$ cat src/rtl/bank_request_queue_pkg.sv
// Shared definitions for the per-bank request queue.
//   frontend_command_t : command word carried through the queues
//   ch_idx_t           : channel index type for the default channel count
//   *_DEF              : default values for the queue parameters
package bank_request_queue_pkg;

  localparam int NUM_CH_DEF     = 4;
  localparam int DEPTH_LOG2_DEF = 4;
  localparam int AF_MARGIN_DEF  = 2;

  typedef logic [$clog2(NUM_CH_DEF)-1:0] ch_idx_t;

  typedef struct packed {
    logic [3:0]  opcode;
    logic [3:0]  tag;
    logic [23:0] addr;
  } frontend_command_t;

endpackage

$ cat src/rtl/bank_request_queue_channel.sv
// One bank's circular FIFO: storage, wrap-bit pointers, registered flags.
// Ports:
//   i_clk, i_rst_n : clock, async active-low reset
//   i_wr_req       : accepted write (already qualified by !o_full)
//   i_wr_data      : command stored on an accepted write
//   i_rd_req       : accepted pop (already qualified by !o_empty)
//   o_rd_data      : head entry (first-word fall-through)
//   o_empty/o_full/o_afull/o_count : post-edge occupancy state
module req_queue_channel
  import bank_request_queue_pkg::*;
#(
  parameter int DEPTH_LOG2 = DEPTH_LOG2_DEF,
  parameter int AF_MARGIN  = AF_MARGIN_DEF
) (
  input  logic                  i_clk,
  input  logic                  i_rst_n,
  input  logic                  i_wr_req,
  input  frontend_command_t     i_wr_data,
  input  logic                  i_rd_req,
  output frontend_command_t     o_rd_data,
  output logic                  o_empty,
  output logic                  o_full,
  output logic                  o_afull,
  output logic [DEPTH_LOG2:0]   o_count
);

  localparam int PTR_W = DEPTH_LOG2 + 1;
  localparam int DEPTH = 1 << DEPTH_LOG2;
  localparam logic [PTR_W-1:0] AF_THRESH = PTR_W'(DEPTH - AF_MARGIN);

  frontend_command_t mem [DEPTH];
  logic [PTR_W-1:0]  wr_ptr, rd_ptr;
  logic [PTR_W-1:0]  n_wr, n_rd, n_count;

  // Flags are derived from the next pointers so they are valid right after
  // the edge that moved the pointers, with no extra cycle of latency.
  assign n_wr    = wr_ptr + PTR_W'(i_wr_req);
  assign n_rd    = rd_ptr + PTR_W'(i_rd_req);
  assign n_count = n_wr - n_rd;

  assign o_rd_data = mem[rd_ptr[DEPTH_LOG2-1:0]];

  // NOTE: storage is reset along with the pointers so a stale head never
  // shows X after reset; this costs a reset net on every storage flop.
  always_ff @(posedge i_clk or negedge i_rst_n) begin
    if (!i_rst_n) begin
      wr_ptr  <= '0;
      rd_ptr  <= '0;
      o_empty <= 1'b1;
      o_full  <= 1'b0;
      o_afull <= 1'b0;
      o_count <= '0;
      for (int i = 0; i < DEPTH; i++) mem[i] <= '0;
    end else begin
      // NOTE: non-blocking assignments throughout, so every flop samples
      // pre-edge values regardless of statement order.
      wr_ptr  <= n_wr;
      rd_ptr  <= n_rd;
      o_empty <= (n_wr == n_rd);
      o_full  <= (n_wr == {~n_rd[PTR_W-1], n_rd[PTR_W-2:0]});
      o_afull <= (n_count >= AF_THRESH);
      o_count <= n_count;
      if (i_wr_req) mem[wr_ptr[DEPTH_LOG2-1:0]] <= i_wr_data;
    end
  end

  // Pointers advance by zero or one per cycle.
  a_wr_step: assert property (@(posedge i_clk) disable iff (!i_rst_n)
    (PTR_W'(wr_ptr - $past(wr_ptr)) <= PTR_W'(1)));
  a_rd_step: assert property (@(posedge i_clk) disable iff (!i_rst_n)
    (PTR_W'(rd_ptr - $past(rd_ptr)) <= PTR_W'(1)));
  // A full channel never takes a write; an empty one never takes a pop.
  a_full_no_wr: assert property (@(posedge i_clk) disable iff (!i_rst_n)
    (o_full |-> !i_wr_req));
  a_empty_no_rd: assert property (@(posedge i_clk) disable iff (!i_rst_n)
    (o_empty |-> !i_rd_req));

endmodule

$ cat src/rtl/bank_request_queue.sv
// Bank of NUM_CH independent request FIFOs with one write and one read port.
// Ports:
//   i_clk, i_rst_n     : clock, async active-low reset
//   i_data, i_wr_en, i_wr_ch : enqueue command into channel i_wr_ch
//   i_rd_en, i_rd_ch   : pop channel i_rd_ch
//   o_data             : head of channel i_rd_ch (fall-through)
//   o_empty/o_full/o_afull : per-channel registered flag bitmaps
//   o_count            : packed per-channel occupancy, DEPTH_LOG2+1 bits each
//   o_wr_drop          : one-cycle pulse after a write hit a full channel
//   o_err              : sticky; dropped write or pop of an empty channel
module bank_request_queue
  import bank_request_queue_pkg::*;
#(
  parameter int NUM_CH     = NUM_CH_DEF,
  parameter int DEPTH_LOG2 = DEPTH_LOG2_DEF,
  parameter int AF_MARGIN  = AF_MARGIN_DEF,
  parameter int CH_W       = $clog2(NUM_CH)
) (
  input  logic                             i_clk,
  input  logic                             i_rst_n,
  input  frontend_command_t                i_data,
  input  logic                             i_wr_en,
  input  logic [CH_W-1:0]                  i_wr_ch,
  input  logic                             i_rd_en,
  input  logic [CH_W-1:0]                  i_rd_ch,
  output frontend_command_t                o_data,
  output logic [NUM_CH-1:0]                o_empty,
  output logic [NUM_CH-1:0]                o_full,
  output logic [NUM_CH-1:0]                o_afull,
  output logic [NUM_CH*(DEPTH_LOG2+1)-1:0] o_count,
  output logic                             o_wr_drop,
  output logic                             o_err
);

  localparam int CNT_W = DEPTH_LOG2 + 1;

  frontend_command_t rd_data [NUM_CH];
  logic              wr_drop_now, rd_reject_now;

  for (genvar k = 0; k < NUM_CH; k++) begin : g_ch
    logic wr_req, rd_req;

    // Requests are qualified by the registered flags, so a full channel
    // rejects a write even when it is popped in the same cycle.
    assign wr_req = i_wr_en && (i_wr_ch == CH_W'(k)) && !o_full[k];
    assign rd_req = i_rd_en && (i_rd_ch == CH_W'(k)) && !o_empty[k];

    req_queue_channel #(
      .DEPTH_LOG2 (DEPTH_LOG2),
      .AF_MARGIN  (AF_MARGIN)
    ) u_ch (
      .i_clk     (i_clk),
      .i_rst_n   (i_rst_n),
      .i_wr_req  (wr_req),
      .i_wr_data (i_data),
      .i_rd_req  (rd_req),
      .o_rd_data (rd_data[k]),
      .o_empty   (o_empty[k]),
      .o_full    (o_full[k]),
      .o_afull   (o_afull[k]),
      .o_count   (o_count[k*CNT_W +: CNT_W])
    );
  end

  assign o_data        = rd_data[i_rd_ch];
  assign wr_drop_now   = i_wr_en && o_full[i_wr_ch];
  assign rd_reject_now = i_rd_en && o_empty[i_rd_ch];

  always_ff @(posedge i_clk or negedge i_rst_n) begin
    if (!i_rst_n) begin
      o_wr_drop <= 1'b0;
      o_err     <= 1'b0;
    end else begin
      o_wr_drop <= wr_drop_now;
      o_err     <= o_err | wr_drop_now | rd_reject_now;
    end
  end

endmodule

$ cat config.mk
export PLATFORM = sky130hd
export DESIGN_NAME = bank_request_queue
export DESIGN_NICKNAME = d
export VERILOG_FILES = /design/src/rtl/bank_request_queue_pkg.sv /design/src/rtl/bank_request_queue_channel.sv /design/src/rtl/bank_request_queue.sv
export SDC_FILE = /design/constraint.sdc
export NUM_CORES = 2
export LEC_CHECK = 0
export BUFFER_PORTS_ARGS = -buffer_cell sky130_fd_sc_hd__buf_4
export CAP_MARGIN = 20
export CORE_AREA = 10 10 502 504
export CTS_BUF_LIST = sky130_fd_sc_hd__clkbuf_8
export DETAILED_ROUTE_END_ITERATION = 7
export DIE_AREA = 0 0 512 514
export GPL_TIMING_DRIVEN = 0
export SETUP_SLACK_MARGIN = 0.4
export SLEW_MARGIN = 5
export SYNTH_ARGS = -nofsm -noshare
export SYNTH_HDL_FRONTEND = slang
export SYNTH_SLANG_ARGS = --single-unit
$ cat constraint.sdc
create_clock -name i_clk -period 6.1 [get_ports i_clk]
set_clock_uncertainty 0.1 [all_clocks]
set_input_delay 0.915 -clock i_clk [delete_from_list [all_inputs] [get_ports i_clk]]
set_output_delay 0.915 -clock i_clk [all_outputs]
set_load 0.05 [all_outputs]
==> impl_metrics.csv <==
group,metric,value,unit
status,run_status,"finished, final reports clean",
layout,synthToLayoutAreaGrowth,13.6,%
logic_synthesis,yosys_warnings,0,
grt,global_route_wire_length_before_repair,391000,um
pwr,p_total,53.4,mW
pwr,pwr-share-seq,38.6,%
logic_synthesis,synth-main-ff-cell,"sky130_fd_sc_hd__dfrtp_1",
place,dpl_worst_slack,0.678,ns
timing,worst_setup_slack_final,0.498,ns
place,place_congestion,0.878,
logic_synthesis,syn_avg_cell_area,16.5,sq um
clock_network,post-cts-setup-buffer-count,0,
logic_synthesis,synth_edf_count,0,
pwr,power_report.internal_total,35.4,mW
clock_network,htreeDepth,5,
logic_synthesis,async_flop_share,100,%
clock_network,clkSlewWorstSetupHoldPaths,0.06,ns
floorplanning,placementRows,181,
detailed_routing,firstDrtPassIters,7,
pwr,p_per_area,489,mW/mm^2
floorplanning,die_width,512,um
pwr,irDropWorstVdd,0.305,mV
logic_synthesis,synth.area.top_cells,"sky130_fd_sc_hd__dfrtp_1 (55%), sky130_fd_sc_hd__mux2_2 (24%), sky130_fd_sc_hd__mux4_2 (16%)",
job,reported_max_cap_violation_count,0,
pwr,leakage,50.6,nW
floorplanning,die_height,514,um
clock_network,tritoncts_clock_tree,"built",
logic_synthesis,synth_area,0.0961,sq mm
timing,grt_setup_unrepaired,"no",
timing,timing.setup.tns,0,ns
logic_synthesis,syn_nets,5871,
place,dp_hpwl,202000,um
layout,nets,6372,
detailed_routing,vias,53800,
worst_setup_path,critical_path_buf_inv_count,3,
clock_network,tritoncts_num_sinks,2122,
worst_setup_path,critical_path_class,"reg2out",
grt,grt_antenna_before_repair,14,
grt,grt_max_degree,185,
pwr,switching_share,33.6,%
logic_synthesis,synth_top_cells_by_count,"sky130_fd_sc_hd__dfrtp_1 (2118), sky130_fd_sc_hd__mux2_2 (2049), sky130_fd_sc_hd__mux4_2 (673)",
logic_synthesis,synth_seq_cells,2122,
timing,finalSetupViolCount,0,
floorplanning,core_area,0.242,sq mm
grt,grt.overflow.total,0,
worst_setup_path,endpoint_kind,"output port",
floorplanning,ioPinCount,106,
worst_setup_path,path_cells,"clkbuf_1 -> clkbuf_1 -> mux4_2 -> mux4_2 -> mux4_2 -> buf_4",
logic_synthesis,netlist.area_leader.share,55.2,%
worst_setup_path,critical_path.most_common_cell,"sky130_fd_sc_hd__mux4_2",
floorplanning,initial_utilization,39.7,%
grt,grt_pass1_vias,57400,
timing,final.period_utilization,91.8,%
pwr,switching_power,17.9,mW
logic_synthesis,synth_compound_area_share,0.362,%
detailed_routing,routed_via_density,5.49,
worst_setup_path,regToRegSetupSlack,1.58,ns
logic_synthesis,synth_fa_ha_area_share,0.306,%
logic_synthesis,seq_area_frac_synth,55.3,%
worst_setup_path,timing.critical_path.slowest_stage_cell,"sky130_fd_sc_hd__mux4_2",
logic_synthesis,yosys.area_share.simple,1.02,%
clock_network,root_buffer,"sky130_fd_sc_hd__clkbuf_8",
clock_network,insertion_delay,1.11,ns
logic_synthesis,synth_xor_xnor_area_share,0.589,%
timing,drv_slew,0,
timing,final_count_of_hold_timing_violations,0,
logic_synthesis,synthDistinctLibCells,59,
worst_setup_path,worst_path_largest_cell_delay,0.63,ns
detailed_routing,drt_wl_total,263000,um
logic_synthesis,synth_mux_area_share,39.8,%
worst_hold_path,hold_class,"in2reg",
floorplanning,die_area,0.263,sq mm
worst_setup_path,cp-start-kind,"register",
timing,slew_headroom,20.1,%
pwr,clock_power_share,24.7,%
worst_setup_path,timing.critical_path.fanout_max,10,
logic_synthesis,post_synth_inst_count,5810,
timing,timing.fmax,179,MHz
detailed_routing,routedWlPerCell,26.8,um
worst_setup_path,timing.critical_path.arrival,4.59,ns
detailed_routing,ant_nets,0,
worst_setup_path,worstPathRequired,5.08,ns
layout,drive_above_1_share,52.9,%
clock_network,ctsLongestPathBuffers,4,
detailed_routing,starting_drc_count_in_detailed_routing,3532,
clock_network,clock_buffer_count_from_cts,382,
pwr,power_frac_comb,36.8,%
timing,tightest_slew,1.20,ns
worst_setup_path,worst_path_dominant_cell_family,"multiplexers",
logic_synthesis,dominant_combinational_cell_family_by_area_after_synthesis,"multiplexers",
logic_synthesis,yosys.cell_count.top_type,"sky130_fd_sc_hd__dfrtp_1",
logic_synthesis,netlist.top_cell.by_area,"sky130_fd_sc_hd__dfrtp_1",
place,number_of_input_and_output_port_buffers_inserted,71,
detailed_routing,drc_violations_left,0,
timing,period_needed,5.60,ns
grt,grt.total_usage,19.8,%
-- final timing paths --
check,start,to,cells past startpoint
setup / recovery,g_ch[2].u_ch.rd_ptr[1],o_data[6],6
max in group asynchronous,i_rst_n,g_ch[3].u_ch.mem[368],7
setup reg to reg,g_ch[0].u_ch.o_full,g_ch[0].u_ch.o_afull,12
min in group asynchronous,i_rst_n,g_ch[1].u_ch.mem[349],2
hold / removal,i_rd_ch[1],g_ch[0].u_ch.rd_ptr[0],3
hold reg to reg,o_err,o_err,1
-- state kept, by name, indices dropped and copies added, names as in the netlist --
register	flops
g_ch.u_ch.mem	2048
g_ch.u_ch.o_afull	4
g_ch.u_ch.o_count	20
g_ch.u_ch.o_empty	4
g_ch.u_ch.o_full	4
g_ch.u_ch.rd_ptr	20
g_ch.u_ch.wr_ptr	20
o_err	1
o_wr_drop	1
-- power by group through the flow --
stage | Clock, mW | Combinational [mW] | Sequential, mW
global route | 14.2 | 20.6 | 21.1
detailed placement | 0 | 19.5 | 20.8
finish | 13.2 | 19.6 | 20.6
floorplan | 0 | 13.1 | 20.3
CTS | 13.5 | 19.7 | 20.5
global placement | 0 | 18.9 | 20.6
-- final cells by class --
| cell class | instances | area (sq um) |
|---|---|---|
| antenna | 17 | 42.5 |
| buffer | 608 | 2540 |
| clock buffer | 481 | 6620 |
| clock inverter | 170 | 858 |
| fill | 21200 | 133000 |
| inverter | 29 | 109 |
| multi-input combinational | 3051 | 40500 |
| sequential | 2122 | 53100 |
| tap | 3202 | 4010 |
| timing repair buffer | 117 | 1350 |
-- per-stage QoR --
step | instances | area [sq um] | util [%] | hold slack [ns]
2_1_floorplan | 5810 | 96100 | - | 0.361
3_3_place_gp | 9083 | 101000 | 41.6 | 0.352
3_5_place_dp | 9123 | 101000 | 41.9 | 0.361
4_1_cts | 9777 | 109000 | 45.0 | 0.185
5_1_grt | 9781 | 109000 | 45.1 | 0.238
6_report | 9797 | 109000 | 45.1 | 0.258
-- cell usage in the layout, fill, tap and decap left out, types with 9 or more instances in the layout --
| cell type | instances |
|---|---|
| sky130_fd_sc_hd__buf_1 | 174 |
| sky130_fd_sc_hd__buf_16 | 14 |
| sky130_fd_sc_hd__buf_2 | 43 |
| sky130_fd_sc_hd__buf_4 | 90 |
| sky130_fd_sc_hd__buf_8 | 25 |
| sky130_fd_sc_hd__clkbuf_1 | 334 |
| sky130_fd_sc_hd__clkbuf_2 | 27 |
| sky130_fd_sc_hd__clkbuf_8 | 481 |
| sky130_fd_sc_hd__clkdlybuf4s15_2 | 11 |
| sky130_fd_sc_hd__clkinv_2 | 35 |
| sky130_fd_sc_hd__dfrtp_1 | 2118 |
| sky130_fd_sc_hd__diode_2 | 17 |
| sky130_fd_sc_hd__ha_1 | 21 |
| sky130_fd_sc_hd__inv_1 | 153 |
| sky130_fd_sc_hd__mux2_2 | 2049 |
| sky130_fd_sc_hd__mux4_2 | 673 |
| sky130_fd_sc_hd__nand2_1 | 55 |
| sky130_fd_sc_hd__nand3_1 | 22 |
| sky130_fd_sc_hd__nor2_1 | 31 |
| sky130_fd_sc_hd__nor2b_1 | 20 |
| sky130_fd_sc_hd__nor3_1 | 12 |
| sky130_fd_sc_hd__o21ai_0 | 9 |
| sky130_fd_sc_hd__xnor2_1 | 37 |
| sky130_fd_sc_hd__xor2_1 | 25 |
-- cells by family (layout without fill, tap and decap cells) --
logic type | Yosys count | in the layout
adders and majority gates | 24 | 24
other | 0 | 17
DFF | 2122 | 2122
muxes | 2723 | 2723
buffers and inverters | 637 | 1405
and+or+nand+nor | 191 | 191
AOI/OAI and AO/OA | 50 | 50
xor gates and xnor gates | 63 | 63
-- layer usage --
layer  up-vias  global-route usage, %  routed length, um
met3       435                   3.87              13400
met4         2                   7.82              10400
met5         -                      0                  8
met1     29400                   26.9             116000
li1      22700                      -                  -
met2      1246                   31.3             123000
-- tightest hold or removal path, stage by stage --
cell and delay, ns:
sky130_fd_sc_hd__buf_6 0.17, sky130_fd_sc_hd__nor4b_4 0.12, sky130_fd_sc_hd__xor2_1 0.17
-- timing repair --
item,CTS,global route
resized for setup,54,4
endpoints found under the hold margin,129,0
gates cloned,0,0
setup endpoints to repair,32,3
hold buffers,3,0
Power figures use the tool's default switching activity.
